**src/rtl/alu_sequencer_if.sv**
```systemverilog
// ---------------------------------------------------------------------------
// alu_sequencer_if
//   Bundles the instruction handshake, the ALU-facing operand/result bus and
//   the debug register-file read port of the ALU sequencer.
//
//   Instruction side : ivalid, oready, iop, ird, irs1, irs2
//   ALU side         : oin1, oin2, oiop (to ALU); ialu_out, iPSR (from ALU)
//   Status side      : oPSR, odone, oillegal
//   Debug side       : iraddr, ordata
//
//   The "slave" modport is the sequencer itself; "master" is the environment
//   (instruction source, ALU and debug reader) that talks to it.
// ---------------------------------------------------------------------------
interface alu_sequencer_if #(
    parameter int Bits = 12,
    parameter int Ops  = 4,
    parameter int Regs = 8,
    parameter int RA   = $clog2(Regs)
);
    logic            ivalid;
    logic            oready;
    logic [Ops-1:0]  iop;
    logic [RA-1:0]   ird;
    logic [RA-1:0]   irs1;
    logic [RA-1:0]   irs2;
    logic [Bits-1:0] oin1;
    logic [Bits-1:0] oin2;
    logic [Ops-1:0]  oiop;
    logic [Bits-1:0] ialu_out;
    logic [4:0]      iPSR;
    logic [4:0]      oPSR;
    logic            odone;
    logic            oillegal;
    logic [RA-1:0]   iraddr;
    logic [Bits-1:0] ordata;

    modport slave (
        input  ivalid, iop, ird, irs1, irs2, ialu_out, iPSR, iraddr,
        output oready, oin1, oin2, oiop, oPSR, odone, oillegal, ordata
    );

    modport master (
        output ivalid, iop, ird, irs1, irs2, ialu_out, iPSR, iraddr,
        input  oready, oin1, oin2, oiop, oPSR, odone, oillegal, ordata
    );
endinterface

```
**src/rtl/alu_sequencer.sv**
```systemverilog
// ---------------------------------------------------------------------------
// alu_sequencer
//   Issue/writeback controller wrapped around a registered 12-bit ALU.
//   Accepts one instruction at a time, reads both operands from an internal
//   register file at accept, drives the ALU for exactly one cycle, then
//   captures the ALU result and flags, writing the result back to rd and the
//   flags to the architectural status register.
//
//   Ports:
//     iclock  - single clock shared with the ALU
//     ireset  - synchronous, active-high reset (also clears the register file)
//     bus     - alu_sequencer_if.slave: instruction handshake, ALU operand/
//               opcode outputs, ALU result/flag inputs, oPSR/odone/oillegal
//               status outputs and the combinational debug read port
// ---------------------------------------------------------------------------
module alu_sequencer #(
    parameter int Bits = 12,
    parameter int Ops  = 4,
    parameter int Regs = 8
) (
    input  logic           iclock,
    input  logic           ireset,
    alu_sequencer_if.slave bus
);
    localparam int RA = $clog2(Regs);

    localparam logic [Ops-1:0] OP_ADD  = 4'b0100;
    localparam logic [Ops-1:0] OP_MUL  = 4'b0101;
    localparam logic [Ops-1:0] OP_CMP  = 4'b0110;
    localparam logic [Ops-1:0] OP_SHF  = 4'b0111;
    localparam logic [Ops-1:0] OP_ROT  = 4'b1000;
    // The ALU does not decode this value, so it simply holds its last result.
    localparam logic [Ops-1:0] OP_NONE = 4'b0000;

    typedef enum logic [1:0] {
        IDLE,
        ISSUE,
        CAPTURE
    } state_t;

    state_t          state_q, state_d;
    logic [Ops-1:0]  op_q;
    logic [RA-1:0]   rd_q;
    logic [Bits-1:0] operandA_q;
    logic [Bits-1:0] operandB_q;
    logic [Bits-1:0] rf_q [Regs];
    logic [4:0]      psr_q;
    logic            done_q;
    logic            illegal_q;

    logic            readyInt;
    logic            legalOp;
    logic            accept;

    assign legalOp = (bus.iop == OP_ADD) || (bus.iop == OP_MUL) ||
                     (bus.iop == OP_CMP) || (bus.iop == OP_SHF) ||
                     (bus.iop == OP_ROT);
    assign accept  = bus.ivalid && readyInt;

    // State register.
    always_ff @(posedge iclock) begin
        if (ireset) begin
            state_q <= IDLE;
        end else begin
            state_q <= state_d;
        end
    end

    // Next-state logic: fixed three-cycle walk once a legal opcode is taken;
    // illegal opcodes never leave IDLE.
    always_comb begin
        state_d = state_q;
        case (state_q)
            IDLE:    if (accept && legalOp) state_d = ISSUE;
            ISSUE:   state_d = CAPTURE;
            CAPTURE: state_d = IDLE;
            default: state_d = IDLE;
        endcase
    end

    // Output logic: the ALU only sees a real opcode during ISSUE; oready is
    // forced low while reset is held.
    always_comb begin
        readyInt = 1'b0;
        bus.oin1 = '0;
        bus.oin2 = '0;
        bus.oiop = OP_NONE;
        case (state_q)
            IDLE:  readyInt = !ireset;
            ISSUE: begin
                bus.oin1 = operandA_q;
                bus.oin2 = operandB_q;
                bus.oiop = op_q;
            end
            default: ;
        endcase
    end

    // Datapath: operands are sampled from the register file at accept, so
    // they see the pre-edge contents even if rs == rd. Writeback, flag update
    // and the done pulse all land on the edge that leaves CAPTURE.
    always_ff @(posedge iclock) begin
        if (ireset) begin
            op_q       <= OP_NONE;
            rd_q       <= '0;
            operandA_q <= '0;
            operandB_q <= '0;
            psr_q      <= '0;
            done_q     <= 1'b0;
            illegal_q  <= 1'b0;
            for (int i = 0; i < Regs; i++) begin
                rf_q[i] <= '0;
            end
        end else begin
            done_q    <= 1'b0;
            illegal_q <= accept && !legalOp;
            if (accept && legalOp) begin
                op_q       <= bus.iop;
                rd_q       <= bus.ird;
                operandA_q <= rf_q[bus.irs1];
                operandB_q <= rf_q[bus.irs2];
            end
            if (state_q == CAPTURE) begin
                rf_q[rd_q] <= bus.ialu_out;
                psr_q      <= bus.iPSR;
                done_q     <= 1'b1;
            end
        end
    end

    assign bus.oready   = readyInt;
    assign bus.oPSR     = psr_q;
    assign bus.odone    = done_q;
    assign bus.oillegal = illegal_q;
    assign bus.ordata   = rf_q[bus.iraddr];
endmodule
```
**src/flat_wrapper.sv**
```systemverilog
// flat-port wrapper written by rule: the top's interface ports become plain ports
module alu_sequencer_flat 
#(
    parameter int Bits = 12,
    parameter int Ops  = 4,
    parameter int Regs = 8
)
  (iclock, ireset, bus_ivalid, bus_iop, bus_ird, bus_irs1, bus_irs2, bus_ialu_out, bus_iPSR, bus_iraddr, bus_oready, bus_oin1, bus_oin2, bus_oiop, bus_oPSR, bus_odone, bus_oillegal, bus_ordata);
  alu_sequencer_if #(.Bits(Bits), .Ops(Ops), .Regs(Regs)) bus_i ();
  input  logic iclock;
  input  logic ireset;
  input wire logic [$bits(bus_i.ivalid)-1:0] bus_ivalid;
  input wire logic [$bits(bus_i.iop)-1:0] bus_iop;
  input wire logic [$bits(bus_i.ird)-1:0] bus_ird;
  input wire logic [$bits(bus_i.irs1)-1:0] bus_irs1;
  input wire logic [$bits(bus_i.irs2)-1:0] bus_irs2;
  input wire logic [$bits(bus_i.ialu_out)-1:0] bus_ialu_out;
  input wire logic [$bits(bus_i.iPSR)-1:0] bus_iPSR;
  input wire logic [$bits(bus_i.iraddr)-1:0] bus_iraddr;
  output wire logic [$bits(bus_i.oready)-1:0] bus_oready;
  output wire logic [$bits(bus_i.oin1)-1:0] bus_oin1;
  output wire logic [$bits(bus_i.oin2)-1:0] bus_oin2;
  output wire logic [$bits(bus_i.oiop)-1:0] bus_oiop;
  output wire logic [$bits(bus_i.oPSR)-1:0] bus_oPSR;
  output wire logic [$bits(bus_i.odone)-1:0] bus_odone;
  output wire logic [$bits(bus_i.oillegal)-1:0] bus_oillegal;
  output wire logic [$bits(bus_i.ordata)-1:0] bus_ordata;
  assign bus_i.ivalid = bus_ivalid;
  assign bus_i.iop = bus_iop;
  assign bus_i.ird = bus_ird;
  assign bus_i.irs1 = bus_irs1;
  assign bus_i.irs2 = bus_irs2;
  assign bus_i.ialu_out = bus_ialu_out;
  assign bus_i.iPSR = bus_iPSR;
  assign bus_i.iraddr = bus_iraddr;
  assign bus_oready = bus_i.oready;
  assign bus_oin1 = bus_i.oin1;
  assign bus_oin2 = bus_i.oin2;
  assign bus_oiop = bus_i.oiop;
  assign bus_oPSR = bus_i.oPSR;
  assign bus_odone = bus_i.odone;
  assign bus_oillegal = bus_i.oillegal;
  assign bus_ordata = bus_i.ordata;
  alu_sequencer #(.Bits(Bits), .Ops(Ops), .Regs(Regs)) u_core (.iclock(iclock), .ireset(ireset), .bus(bus_i));
endmodule
```
**config.mk**
```make
export PLATFORM = sky130hd
export DESIGN_NAME = alu_sequencer_flat
export DESIGN_NICKNAME = d
export VERILOG_FILES = /design/src/rtl/alu_sequencer_if.sv /design/src/rtl/alu_sequencer.sv /design/src/flat_wrapper.sv
export SDC_FILE = /design/constraint.sdc
export NUM_CORES = 1
export LEC_CHECK = 0
export BUFFER_PORTS_ARGS = -buffer_cell sky130_fd_sc_hd__buf_2
export CORE_MARGIN = 2
export CORE_UTILIZATION = 53
export CTS_CLUSTER_SIZE = 40
export DETAILED_ROUTE_END_ITERATION = 6
export GPL_ROUTABILITY_DRIVEN = 0
export HOLD_SLACK_MARGIN = 0.06
export PLACE_DENSITY = 0.75
export SYNTH_ARGS = -nofsm -noshare
export SYNTH_HDL_FRONTEND = slang
export SYNTH_SLANG_ARGS = --single-unit
```
**constraint.sdc**
```tcl
create_clock -name iclock -period 2.2 [get_ports iclock]
set_input_delay 0.44 -clock iclock [delete_from_list [all_inputs] [get_ports iclock]]
set_output_delay 0.44 -clock iclock [all_outputs]
set_load 0.05 [all_outputs]
```
# After elaboration in Yosys (flattened, before gate mapping)
# Memory sizes are Yosys's and may differ from the RTL's. A register that Yosys moved wholly into a read port is not among the register bits.
# Cells that the tools add are included.
word_totals:
  regBits: 16
  mem_bits_rw: 96
  n_memories: 1
op_classes:
  eq_ne: 8
  n_mux: 14
  reduce_logical: 11
memory_table:
  columns: ["memory", "words", "word_bits", "rd", "rd_ports_with_merged_regs", "write_ports", "line_no", "text"]
  rows:
  - ["u_core.rf_q", 8, 12, 3, 2, 8, "alu_sequencer.sv:46", "logic [Bits-1:0] rf_q [Regs];"]
op_table:
  columns: ["op", "n"]
  rows:
  - ["$mux W12", 3]
  - ["$eq A4 B3 Y1 const B", 4]
  - ["$reduce_or A12 Y1", 1]
  - ["$mux W1", 7]
  - ["$eq A4 B4 Y1 const B", 1]
  - ["$logic_or A1 B1 Y1", 4]
  - ["$mux W4", 1]
  - ["$pmux W2 S2", 1]
  - ["$logic_and A1 B1 Y1", 3]
  - ["$mux W3", 1]
  - ["$eq A2 B1 Y1 const B", 1]
  - ["$eq A2 B2 Y1 const B", 1]
  - ["$logic_not A1 Y1", 2]
  - ["$logic_not A2 Y1", 1]
  - ["$mux W2", 1]
  - ["$ne A2 B1 Y1 const B", 1]

# Logic depth before layout (Yosys ltp)
logic_depth:
  ltp_word: 8
  depth_mapped: 7

# Worst setup path after synthesis
# OpenSTA, ideal clock, no wires.
synth_path:
  path_type: "in2out"
  from: "in ireset"
  to: "out bus_oready"
  arrival_ps: 1862
  t_required_ps: 1760
  slack_ps: -102
  path_stages: 3
  path_cell_list: "clkbuf_1 > clkbuf_1 > nor3_1"
synth_between:
  elab_chain_len: 2
synth_rtl:
  columns: ["item", "line_no", "text"]
  rows:
  - ["from (decl)", "flat_wrapper.sv:11", "input logic ireset;"]
  - ["$logic_not A1 Y1", "alu_sequencer.sv:89", "IDLE: readyInt = !ireset;"]
  - ["$mux W1", "alu_sequencer.sv:88", "case (state_q)"]
  - ["to (decl)", "flat_wrapper.sv:20", "output wire logic [$bits(bus_i.oready)-1:0] bus_oready;"]
# No other way between the ends.

==> flow_summary_export.csv <==
group,metric,value,unit
status,status,"finished with violations",
status,violations,"setup timing",
cts,clk_latency,0.43,ns
placement,post-place-ws,-0.03271,ns
power_and_ir_drop,leakage,3.759,nW
sta,finalCritPeriodShare,101.8,%
die,initial_utilization,54.86,%
power_and_ir_drop,power_density,716.5,mW/mm^2
detailed_routing,route.detailed.drc,0,
global_route,antenna_found_initial,1,
worst_setup_path,cp.required,1.76,ns
global_route,grt_max_degree,41,
worst_setup_path,critPathCaptureType,"output port",
sta,fin_hold_ws,0.2498,ns
die,ios,84,
worst_setup_path,path_class,"reg -> out",
detailed_routing,num_vias,5496,
detailed_routing,first_iter_violations,556,
sta,tightest_slew,0.4995,ns
placement,dp_cells,824,
sta,maxSlewViolCount,0,
finish,drive_above_1_share,36.81,%
synth,syn_inst,576,
sta,setup-violations-final,10,
worst_setup_path,crit_fanout,3,
die,row_count,42,
sta,rsz0062_at_grt,"true",
sta,finalHoldViolCount,0,
sta,layout_min_cycle_time,2.239,ns
power_and_ir_drop,total_power,6.564,mW
sta,layout_setup_ws,-0.03884,ns
worst_setup_path,cpLargestDelayFamily,"multiplexers",
global_route,grt_pass1_wl,31170,um
die,die-height,121.5,um
sta,fmax,446.7,MHz
cts,root_buffer,"clkbuf_16",
global_route,groute.usage.overall,29.19,%
synth,synth_cell_type_count,26,
synth,postSynthNetCount,612,
cts,postCtsHoldBufs,0,
cts,cts_buffers,17,
detailed_routing,wire_per_inst,23.06,um
finish,layout_common_cells,"and2_1, edfxtp_1, buf_2, buf_4, mux2i_1",
detailed_routing,via_per_inst,6.127,
detailed_routing,drt_pass1_iterations,5,
die,dieArea,0.01477,mm^2
sta,slew_headroom,66.70,%
detailed_routing,drt-total-wl,20690,um
synth,postSynthAreaPerCell,12.71,um^2
worst_setup_path,cp_slowest_stage_delay,0.50,ns
finish,stdcell_count,897,
finish,num-nets-final,743,
synth,ys_seq_area_share,50.31,%
cts,path_clk_slew,0.06,ns
synth,syn_area,0.007322,mm^2
die,dieWidth,121.5,um
cts,clockBufferDepth,2,
worst_setup_path,critPathBufInv,1,
placement,dp_hpwl,12550,um
die,core,0.01335,mm^2
placement,dpl_cell_area,0.008164,mm^2
hold_path,min_path_type,"in -> reg",
worst_setup_path,slowest_stage,"mux4_2",
cts,htreeDepth,4,
placement,place.port_buffers,83,
worst_setup_path,critical_path.startpoint_type,"flip-flop",
cts,cts_tree,"built",
synth,synth_seq_cells,136,
finish,area_growth,25.12,%
flow_run,cap_violations,0,
global_route,grt_pass1_vias,5468,
synth,yosys_warnings,0,
detailed_routing,ant_nets,0,
finish,postLayoutCellArea,0.009161,mm^2
cts,cts_sinks,136,
global_route,grt_overflow,0,
finish,mostFrequentLayoutCell,"and2_1",
sta,skew,0.006583,ns
power_and_ir_drop,peakVddDrop,500.4,uV
finish,fillers,961,
worst_setup_path,path_cells,"mux4_2 > mux2_4 > buf_6",
worst_setup_path,critPathArrivalTime,1.80,ns
through the flow:
stage | utilization (%) | setup TNS (ns)
4_1_cts | 67.60 | -0.1300
3_5_place_dp | 61.16 | -0.1585
6_report | 68.64 | -0.1665
3_3_place_gp | 61.16 | -0.01703
5_1_grt | 68.64 | -0.5323
2_1_floorplan | - | 0
tightest hold or removal path: cells and delay by family:
kind / cells / cell delay (ns)
buf+inv: 1 / 0.08
simple gates: 1 / 0.07
mux: 1 / 0.05
worst paths after layout:
check                    startpoint                   end  slack [ns]  depth (start not counted)
setup / recovery  u_core.rf_q[6][0]         bus_ordata[0]       -0.04                          3
hold / removal          bus_iPSR[0]    u_core.bus.oPSR[0]        0.25                          3
setup reg to reg  u_core.state_q[1]  u_core.operandB_q[2]        0.18                          6
hold reg to reg      u_core.op_q[2]        u_core.op_q[2]        0.45                          2
cell type report:
| cell class | instances | area (um^2) | share of cell area, % |
|---|---|---|---|
| Sequential cell | 136 | 3684 | 40.21 |
| Multi-Input combinational cell | 392 | 3423 | 37.37 |
| Timing Repair Buffer | 159 | 1246 | 13.60 |
| Antenna cell | 1 | 2.502 | 0.02731 |
| Clock buffer | 23 | 457.9 | 4.999 |
| Tap cell | 176 | 220.2 | 2.404 |
| Inverter | 1 | 3.754 | 0.04097 |
| Clock inverter | 9 | 123.9 | 1.352 |
registers in the layout (all words and copies together), names as in the netlist:
register,cells
u_core.state_q,2
u_core.rd_q,3
u_core.op_q,4
u_core.rf_q,96
u_core.bus.odone,1
u_core.bus.oPSR,5
u_core.operandB_q,12
u_core.bus.oillegal,1
u_core.operandA_q,12
logic make-up after synthesis:
logic type / Yosys count / synth area share [%]
AND/OR/NAND/NOR: 224 / 17.16
flip-flops: 136 / 50.31
multiplexers: 113 / 24.03
AO/OA/AOI/OAI: 55 / 5.297
buffers and inverters: 48 / 3.213
Yosys cell counts:
| cell type | n | area share, % |
|---|---|---|
| or4b_4 | 1 | 0.19 |
| edfxtp_1 | 96 | 39 |
| nor2b_1 | 2 | 0.17 |
| nor2_1 | 37 | 1.9 |
| or2_2 | 10 | 0.85 |
| buf_2 | 14 | 0.96 |
| or4b_1 | 1 | 0.14 |
| nor3_1 | 26 | 1.8 |
| a211oi_2 | 4 | 0.68 |
| nand2_1 | 15 | 0.77 |
| o22ai_1 | 24 | 2.1 |
| nand2b_1 | 7 | 0.60 |
| buf_6 | 3 | 0.46 |
| mux4_2 | 49 | 15 |
| a211oi_1 | 20 | 2.1 |
| mux2i_1 | 52 | 7.1 |
| a21oi_1 | 6 | 0.41 |
| nor3b_2 | 1 | 0.17 |
| mux2_2 | 12 | 1.8 |
| buf_4 | 4 | 0.41 |
| dfxtp_1 | 40 | 11 |
| and2_1 | 124 | 11 |
| buf_1 | 1 | 0.051 |
| inv_2 | 1 | 0.051 |
| a21o_1 | 1 | 0.10 |
| clkbuf_1 | 25 | 1.3 |
power by group:
| group | leakage (nW) | total [mW] | switching (mW) | internal, mW |
|---|---|---|---|---|
| clock | 0.279 | 2.85 | 1.05 | 1.80 |
| combinational | 2.16 | 0.832 | 0.457 | 0.375 |
| sequential | 1.32 | 2.88 | 0.0592 | 2.82 |
routing by layer:
layer  part of all wire, %  global-route usage [%]  wire length [um]
met3                   9.0                   6.414              1865
met2                    49                   47.19             10100
met4                   3.2                   12.57               666
met1                    39                   38.34              8057
met5                     0                       0                 0
what timing repair did:
item / in CTS / in global routing
buffers inserted: 25 / 14
resized for setup: 28 / 10
endpoints found under the setup margin: 15 / 40
pin swaps: 0 / 0
cloned: 0 / 1
(Power assumes the default switching activity.)
